[src/rtl/or1200_fwd_ctrl.sv]
// rtl/or1200_fwd_ctrl.sv - operand forwarding select and load-use stall controller
// Optional statistics counters enabled by defining OR1200_FWD_CNT_EN.
module or1200_fwd_ctrl #(
  parameter int AW    = 5,
  parameter int CNT_W = 16
) (
  input  logic          clk,
  input  logic          rst,
  input  logic          id_freeze,
  input  logic          ex_freeze,
  input  logic [AW-1:0] dcd_rfa_addr,
  input  logic [AW-1:0] dcd_rfb_addr,
  input  logic          dcd_rfa_used,
  input  logic          dcd_rfb_used,
  input  logic          dcd_imm,
  input  logic [AW-1:0] dcd_rfwb_addr,
  input  logic          dcd_rfwb_we,
  input  logic          dcd_load,
  output logic [1:0]    sel_a,
  output logic [1:0]    sel_b,
  output logic          lu_stall
`ifdef OR1200_FWD_CNT_EN
  ,
  output logic [CNT_W-1:0] fwd_cnt,
  output logic [CNT_W-1:0] lu_cnt
`endif
);

  localparam logic [0:0] RUN = 1'b0;
  localparam logic [0:0] LU  = 1'b1;

  logic [0:0]    state;
  logic [AW-1:0] id_a, id_b, id_wb, ex_wb, wb_wb;
  logic          id_au, id_bu, id_imm, id_we, id_ld;
  logic          ex_we, ex_ld, wb_we;

  logic [AW-1:0] n_id_a, n_id_b, n_id_wb, n_ex_wb, n_wb_wb;
  logic          n_id_au, n_id_bu, n_id_imm, n_id_we, n_id_ld;
  logic          n_ex_we, n_ex_ld, n_wb_we;
  logic [1:0]    n_sel_a, n_sel_b;
  logic          stall_raw;

  function automatic logic hit(input logic [AW-1:0] s, input logic u,
                               input logic we, input logic [AW-1:0] d);
    return u && we && (d == s) && (s != '0);
  endfunction

  function automatic logic [1:0] pick(input logic [AW-1:0] s, input logic u,
                                      input logic exw, input logic [AW-1:0] exd,
                                      input logic wbw, input logic [AW-1:0] wbd);
    if (hit(s, u, exw, exd))      return 2'd2;
    else if (hit(s, u, wbw, wbd)) return 2'd3;
    else                          return 2'd0;
  endfunction

  always_comb begin
    n_id_a   = id_a;   n_id_b  = id_b;  n_id_au = id_au; n_id_bu = id_bu;
    n_id_imm = id_imm; n_id_wb = id_wb; n_id_we = id_we; n_id_ld = id_ld;
    n_ex_wb  = ex_wb;  n_ex_we = ex_we; n_ex_ld = ex_ld;
    n_wb_wb  = wb_wb;  n_wb_we = wb_we;
    if (!ex_freeze && !id_freeze) begin
      n_id_a   = dcd_rfa_addr;  n_id_b  = dcd_rfb_addr;
      n_id_au  = dcd_rfa_used;  n_id_bu = dcd_rfb_used;
      n_id_imm = dcd_imm;       n_id_wb = dcd_rfwb_addr;
      n_id_we  = dcd_rfwb_we;   n_id_ld = dcd_load;
      n_ex_wb  = id_wb; n_ex_we = id_we; n_ex_ld = id_ld;
      n_wb_wb  = ex_wb; n_wb_we = ex_we;
    end else if (!ex_freeze) begin
      // ID held: a bubble enters EX while the old EX occupant retires to WB
      n_ex_wb  = '0;    n_ex_we = 1'b0;  n_ex_ld = 1'b0;
      n_wb_wb  = ex_wb; n_wb_we = ex_we;
    end
    n_sel_a = pick(n_id_a, n_id_au, n_ex_we, n_ex_wb, n_wb_we, n_wb_wb);
    n_sel_b = n_id_imm ? 2'd1
                       : pick(n_id_b, n_id_bu, n_ex_we, n_ex_wb, n_wb_we, n_wb_wb);
  end

  assign stall_raw = ex_ld && (hit(id_a, id_au, ex_we, ex_wb) ||
                               (!id_imm && hit(id_b, id_bu, ex_we, ex_wb)));
  assign lu_stall  = stall_raw && (state == RUN);

  always_ff @(posedge clk) begin
    if (rst) begin
      id_a <= '0; id_b <= '0; id_au <= 1'b0; id_bu <= 1'b0; id_imm <= 1'b0;
      id_wb <= '0; id_we <= 1'b0; id_ld <= 1'b0;
      ex_wb <= '0; ex_we <= 1'b0; ex_ld <= 1'b0;
      wb_wb <= '0; wb_we <= 1'b0;
      sel_a <= 2'd0; sel_b <= 2'd0;
      state <= RUN;
    end else begin
      id_a <= n_id_a; id_b <= n_id_b; id_au <= n_id_au; id_bu <= n_id_bu;
      id_imm <= n_id_imm; id_wb <= n_id_wb; id_we <= n_id_we; id_ld <= n_id_ld;
      ex_wb <= n_ex_wb; ex_we <= n_ex_we; ex_ld <= n_ex_ld;
      wb_wb <= n_wb_wb; wb_we <= n_wb_we;
      sel_a <= n_sel_a; sel_b <= n_sel_b;
      if (state == RUN) begin
        if (lu_stall && !ex_freeze) state <= LU;
      end else if (!ex_freeze) begin
        state <= RUN;
      end
    end
  end

`ifdef OR1200_FWD_CNT_EN
  logic [1:0]     fwd_inc;
  logic [CNT_W:0] fwd_sum;

  assign fwd_inc = {1'b0, n_sel_a[1]} + {1'b0, n_sel_b[1]};
  assign fwd_sum = {1'b0, fwd_cnt} + {{(CNT_W-1){1'b0}}, fwd_inc};

  always_ff @(posedge clk) begin
    if (rst) begin
      fwd_cnt <= '0;
      lu_cnt  <= '0;
    end else begin
      if (!id_freeze)
        fwd_cnt <= fwd_sum[CNT_W] ? {CNT_W{1'b1}} : fwd_sum[CNT_W-1:0];
      if ((state == RUN) && lu_stall && !ex_freeze && !(&lu_cnt))
        lu_cnt <= lu_cnt + 1'b1;
    end
  end
`endif

endmodule

[config.mk]
export PLATFORM = sky130hd
export DESIGN_NAME = or1200_fwd_ctrl
export DESIGN_NICKNAME = d
export VERILOG_FILES = /design/src/rtl/or1200_fwd_ctrl.sv
export SDC_FILE = /design/constraint.sdc
export NUM_CORES = 1
export LEC_CHECK = 0
export ABC_AREA = 1
export CORE_MARGIN = 2
export CORE_UTILIZATION = 40
export CTS_CLUSTER_DIAMETER = 200
export DETAILED_ROUTE_END_ITERATION = 8
export GPL_TIMING_DRIVEN = 0
export HOLD_SLACK_MARGIN = 0.02
export PLACE_DENSITY = 0.72
export SETUP_SLACK_MARGIN = 0.2
export SLEW_MARGIN = 15
export SYNTH_ARGS = -nofsm -noshare
export SYNTH_HDL_FRONTEND = slang
export SYNTH_SLANG_ARGS = --single-unit
[constraint.sdc]
create_clock -name clk -period 2.8 [get_ports clk]
set_input_delay 0.56 -clock clk [delete_from_list [all_inputs] [get_ports clk]]
set_output_delay 0.56 -clock clk [all_outputs]
set_load 0.05 [all_outputs]
; ---- After elaboration in Yosys (flattened, before gate mapping)
; Index checks and enable logic that the tools add are counted.
[word_totals]
register_bits = 38
inputBits = 24
output_inout_bits = 5
elab_cells = 82
[op_classes]
n_eq_ne = 7
mux = 23
bitwise_logic = 1
reduce_logical = 33
[ops]
columns = cell, count
row1 = 5-bit == test, 6
row2 = 5-bit 2-to-1 mux, 6
row3 = 1-bit logical AND, 23
row4 = 5-bit nonzero test, 4
row5 = 1-bit 2-to-1 mux, 13
row6 = 2-bit 2-to-1 mux, 4
row7 = 2-bit OR reduction, 2
row8 = 1-bit logical NOT, 3
row9 = 2-bit by 1-bit != test with 1-bit output (second input constant), 1
row10 = 1-bit logical OR, 1
row11 = 1-bit NOT, 1

; ---- Logic depth before layout (Yosys ltp)
[depth]
ltp_word = 10
depth_mapped = 14
mapped_depth_nobuf = 12

; ---- Least setup slack after synthesis
; OpenSTA, ideal clock, no wires.
[synth_path]
path_kind = reg2out
startpoint = register id_b[0]
endpoint = output lu_stall
arrival_ps = 1119
required_time_ps = 2240
setup_slack_ps = 1121
stages_incl_launch_ff = 9
path_buffers = 0
cell_sequence = dfxtp_1 > inv_1 > nand2_1 > o21ai_0 > nor2_1 > nand4_1 > nand2_1 > nand2_1 > inv_1
[synth_between]
elab_chain_len = 7
elab_cells_between_ends = 8
cone_classes = eq/ne: 1 / reduce/logical: 7
[synth_rtl]
columns = element, line
row1 = from (decl), 33  ; logic [AW-1:0] id_a, id_b, id_wb, ex_wb, wb_wb;
row2 = from (signal assigned), 91  ; id_a <= n_id_a; id_b <= n_id_b; id_au <= n_id_au; id_bu <= n_id_bu;
row3 = 5-bit == test, 45  ; return u && we && (d == s) && (s != '0);
row4 = 1-bit logical AND, 45
row5 = 1-bit logical AND (*), 45
row6 = 1-bit logical AND (*), 79  ; (!id_imm && hit(id_b, id_bu, ex_we, ex_wb)));
row7 = 1-bit logical OR (*), 78  ; assign stall_raw = ex_ld && (hit(id_a, id_au, ex_we, ex_wb) ||
row8 = 1-bit logical AND (*), 78
row9 = 1-bit logical AND (*), 80  ; assign lu_stall = stall_raw && (state == RUN);
row10 = to (decl), 21  ; output logic lu_stall
; Mark *: on every way between the ends. The rest lies on a longest branch, timed or not.

; ---- Worst setup path in the final report
[layout_path]
startpoint = register ex_wb[3]
endpoint = output lu_stall
[layout_between]
elab_chain_len = 7
elab_cells_between_ends = 10
cone_classes = eq/ne: 2 / reduce/logical: 8
[layout_rtl]
columns = element, line
row1 = from (decl), 33
row2 = from (signal assigned), 93  ; ex_wb <= n_ex_wb; ex_we <= n_ex_we; ex_ld <= n_ex_ld;
row3 = 5-bit == test, 45
row4 = 1-bit logical AND (2 in series), 45
row5 = 1-bit logical AND, 79
row6 = 1-bit logical OR (*), 78
row7 = 1-bit logical AND (*), 78
row8 = 1-bit logical AND (*), 80
; Marks and branches as above.

==> run metrics <==
register-to-register setup slack=1310 ps; Initial Utilization=41.60%; drt drc=0; Die Span Y=79.91 um; PD cells=483.3 nW/um^2; Top FF cell, synth=dfxtp_1; Hold Path Stages=2; combinational fraction of design power=20.8%; leakage=0.001319 uW; die area=6385 um^2; post-synthesis cell count=382; Worst path max stage delay=510 ps; dpl cell area=2655 um^2; core area=between 5000 and 6000 um^2; Final #Nets=439; Clock Latency Late Sink=approximately 300 ps; Synth top area share=approximately 33%; Slew HR=a little over 60%; drt wl/cell=13.38 um; Worst path top cell family by delay=buffers and inverters; clock power share=35.8%; global placer's final weighted congestion=0.9567; post-synth top area cell=dfxtp_1; status=complete, no violations; FMAX=408.3 MHz; n_diodes=0; slowest CP cell=dlygate4sd2_1; first-pass GRT wire length=10830 um; critical path type=reg -> out; Storage cell area=760.7 um^2; Crit path top cell by count=nand2_1; Cell Int Power=936.2 uW; Final Critical Period=~2400 ps; Synth top cells by count=nand2_1, nor2_1, inv_1; Post-synth ARST share=0%; period utilization=87.46%; GRT overflow=0; sequential fraction of design power=43.4%; Iter 0 DRT Violations=153; synth unique cells=29; RSZ-0062 raised after global routing=false; die width=roughly 80 um; Layout Skew=8.435 ps; Antenna Nets Post-Route=0; Final Hold Viols=0; Via density=4.793; count leader, synth=nand2_1; Slew @ Worst Pin=569.1 ps; total negative slack=0 ps; FF-to-FF path depth=10; CTS clk-pin slew, worst paths=~90 ps; WP buf/inv=3; Avg Cell Area, Syn=just over 6 um^2; CP Launch Type=register; Switching Fraction=30.01%; postcts setup bufs=0; CTS Root Cell=clkbuf_8; CTS Buffer Depth=2; CTS tree=yes; CP Max Fanout=4; Clock Sink Count=38; EDFF count, synth=0; share of cells above drive strength 1=approximately a tenth; # port buffers=26; largest net degree at the start of global routing=14; Psw=401.4 uW; total track usage=22.38%; footprint of the multi-input gates=1252 um^2; CP cell instances=inv_1, nand2_1, o21ai_0, nor2_1, nand4_1, nand2_1, nand2_1, inv_1, dlygate4sd2_1; Cell Rows=27; routed vias=2339; Mapped Area=2305 um^2; DRT Pass-1 Iters=7; DP Wirelength=5063 um; vias in the first global route=2283; Worst Path Required=~2200 ps; final setup violating endpoints=0; Design Area, Final=about 2800 um^2; Hold Crit Class=reg -> reg; max cap viols=0; ranking of synthesized cells by area=dfxtp_1, nand2_1, nor2_1; post-synthesis sequential area ratio=about a third; CP arrival=approximately 1900 ps; Ports=29; WL final=6531 um; total stage count of the critical path=9; CTS buffer count=5; initial antenna violation count=0; Critical Path End Type=output port; number of synthesized register bits=38; Worst IR Drop VDD=0.0002928 V; syn_nets=~410; number of synthesis warnings=0; # fillers=a little under 600; count of final max-slew check failures=0; Power, Total=about 1300 uW; Area growth syn-to-layout=20.09%; H-tree levels=2
-- power groups by stage --
| stage | clock network [uW] | registers, uW | logic [uW] |
|---|---|---|---|
| floorplan | 0 | 593 | 185 |
| global placement | 0 | 592 | 274 |
| detailed placement | 0 | 593 | 276 |
| CTS | 487 | 581 | 277 |
| global route | 516 | 584 | 314 |
| finish | 478 | 581 | 279 |
-- registers in the layout (all words and copies together), names as in the netlist, 2 cells and up --
signal  count
id_b        5
sel_b       2
wb_wb       5
ex_wb       5
id_wb       5
sel_a       2
id_a        5
-- worst register-to-register path, stage by stage, from the launching register on --
cell     delay, ps
dfxtp_1        390
inv_1           90
nand2_1         70
nand2_1        120
nand3_1        180
inv_1           60
nor2_1         180
nand2_1         90
nor2_1         120
nand3_1         80
nand2_1         60
-- layout by cell type (no fill, tap or decap) --
master           synthesis  routed
buf_2                    1       1
o21ai_2                  2       2
a21boi_2                 1       1
nor3_1                   1       1
nand2_2                  9       9
inv_1                   45      45
nand3b_1                 1       1
nand3_1                 16      16
clkdlybuf4s50_1          0      25
inv_6                    1       1
nand4_1                  4       4
bufinv_16                0       1
buf_4                    2       2
nor2_1                  64      64
clkinvlp_4               0       2
o21ai_0                 21      21
nand2_1                135     135
nor2_2                   2       2
a21oi_2                  1       1
dlygate4sd2_1            0       1
inv_2                    3       3
nor2_8                   1       1
nand2_4                  1       1
a21boi_1                 2       2
clkbuf_1                 4       4
a21oi_1                  7       7
nor3_2                   1       1
mux2i_1                  1       1
o21ai_1                  8       8
xor2_1                   3       3
clkbuf_8                 0       5
dfxtp_1                 38      38
xnor2_1                  1       1
buf_6                    6       6
-- final cells by class --
class                      instances  area share (%)
buffer                            13           3.707
clock buffer                       5           2.486
clock inverter                     3           1.627
inverter                          49           6.826
multi-input combinational        282           45.25
sequential                        38           27.49
tap                               72           3.255
timing repair buffer              26           9.358
-- layer usage --
layer	track usage (%)	wire (um)
met1	28.83	2983
met2	37.75	2960
met3	3.507	403
met4	7.797	184
met5	0	0
-- cell families after synthesis --
group | after synthesis | share of synthesized area, %
simple gates | 235 | 42.29
buf+inv | 62 | 12.65
compound gates | 42 | 10.10
flops | 38 | 33.01
xor+xnor | 4 | 1.520
mux | 1 | 0.4343
-- path summary, 6_finish.rpt --
| check | start | end |
|---|---|---|
| worst min register to register | ex_ld$_SDFFE_PP0P_ | ex_ld$_SDFFE_PP0P_ |
| worst max register to register | ex_wb[1]$_SDFF_PP0_ | sel_b[0]$_SDFF_PP0_ |
| worst min-delay path | ex_ld$_SDFFE_PP0P_ | ex_ld$_SDFFE_PP0P_ |
| worst max-delay path | ex_wb[3]$_SDFF_PP0_ | lu_stall |
-- what timing repair did --
| item | CTS | global route |
|---|---|---|
| endpoints found under the setup margin | 1 | 0 |
| gates resized for setup | 1 | 0 |
| hold buffers | 0 | 0 |
| hold endpoints to repair | 0 | 0 |
-- through the flow --
stage | worst slack [ps] | hold WS (ps) | cells | utilization [%]
after floorplan | 1121 | 429.1 | 382 | -
after CTS | 355.5 | 461.5 | 488 | 49.95
after global routing | 205.5 | 499.5 | 488 | 49.95
after detailed placement | 384.1 | 449.1 | 480 | 47.92
final | 351.1 | 460.4 | 488 | 49.95
after global placement | 379.5 | 441.7 | 480 | 47.92
No activity file was read; power rests on OpenSTA's default activity.
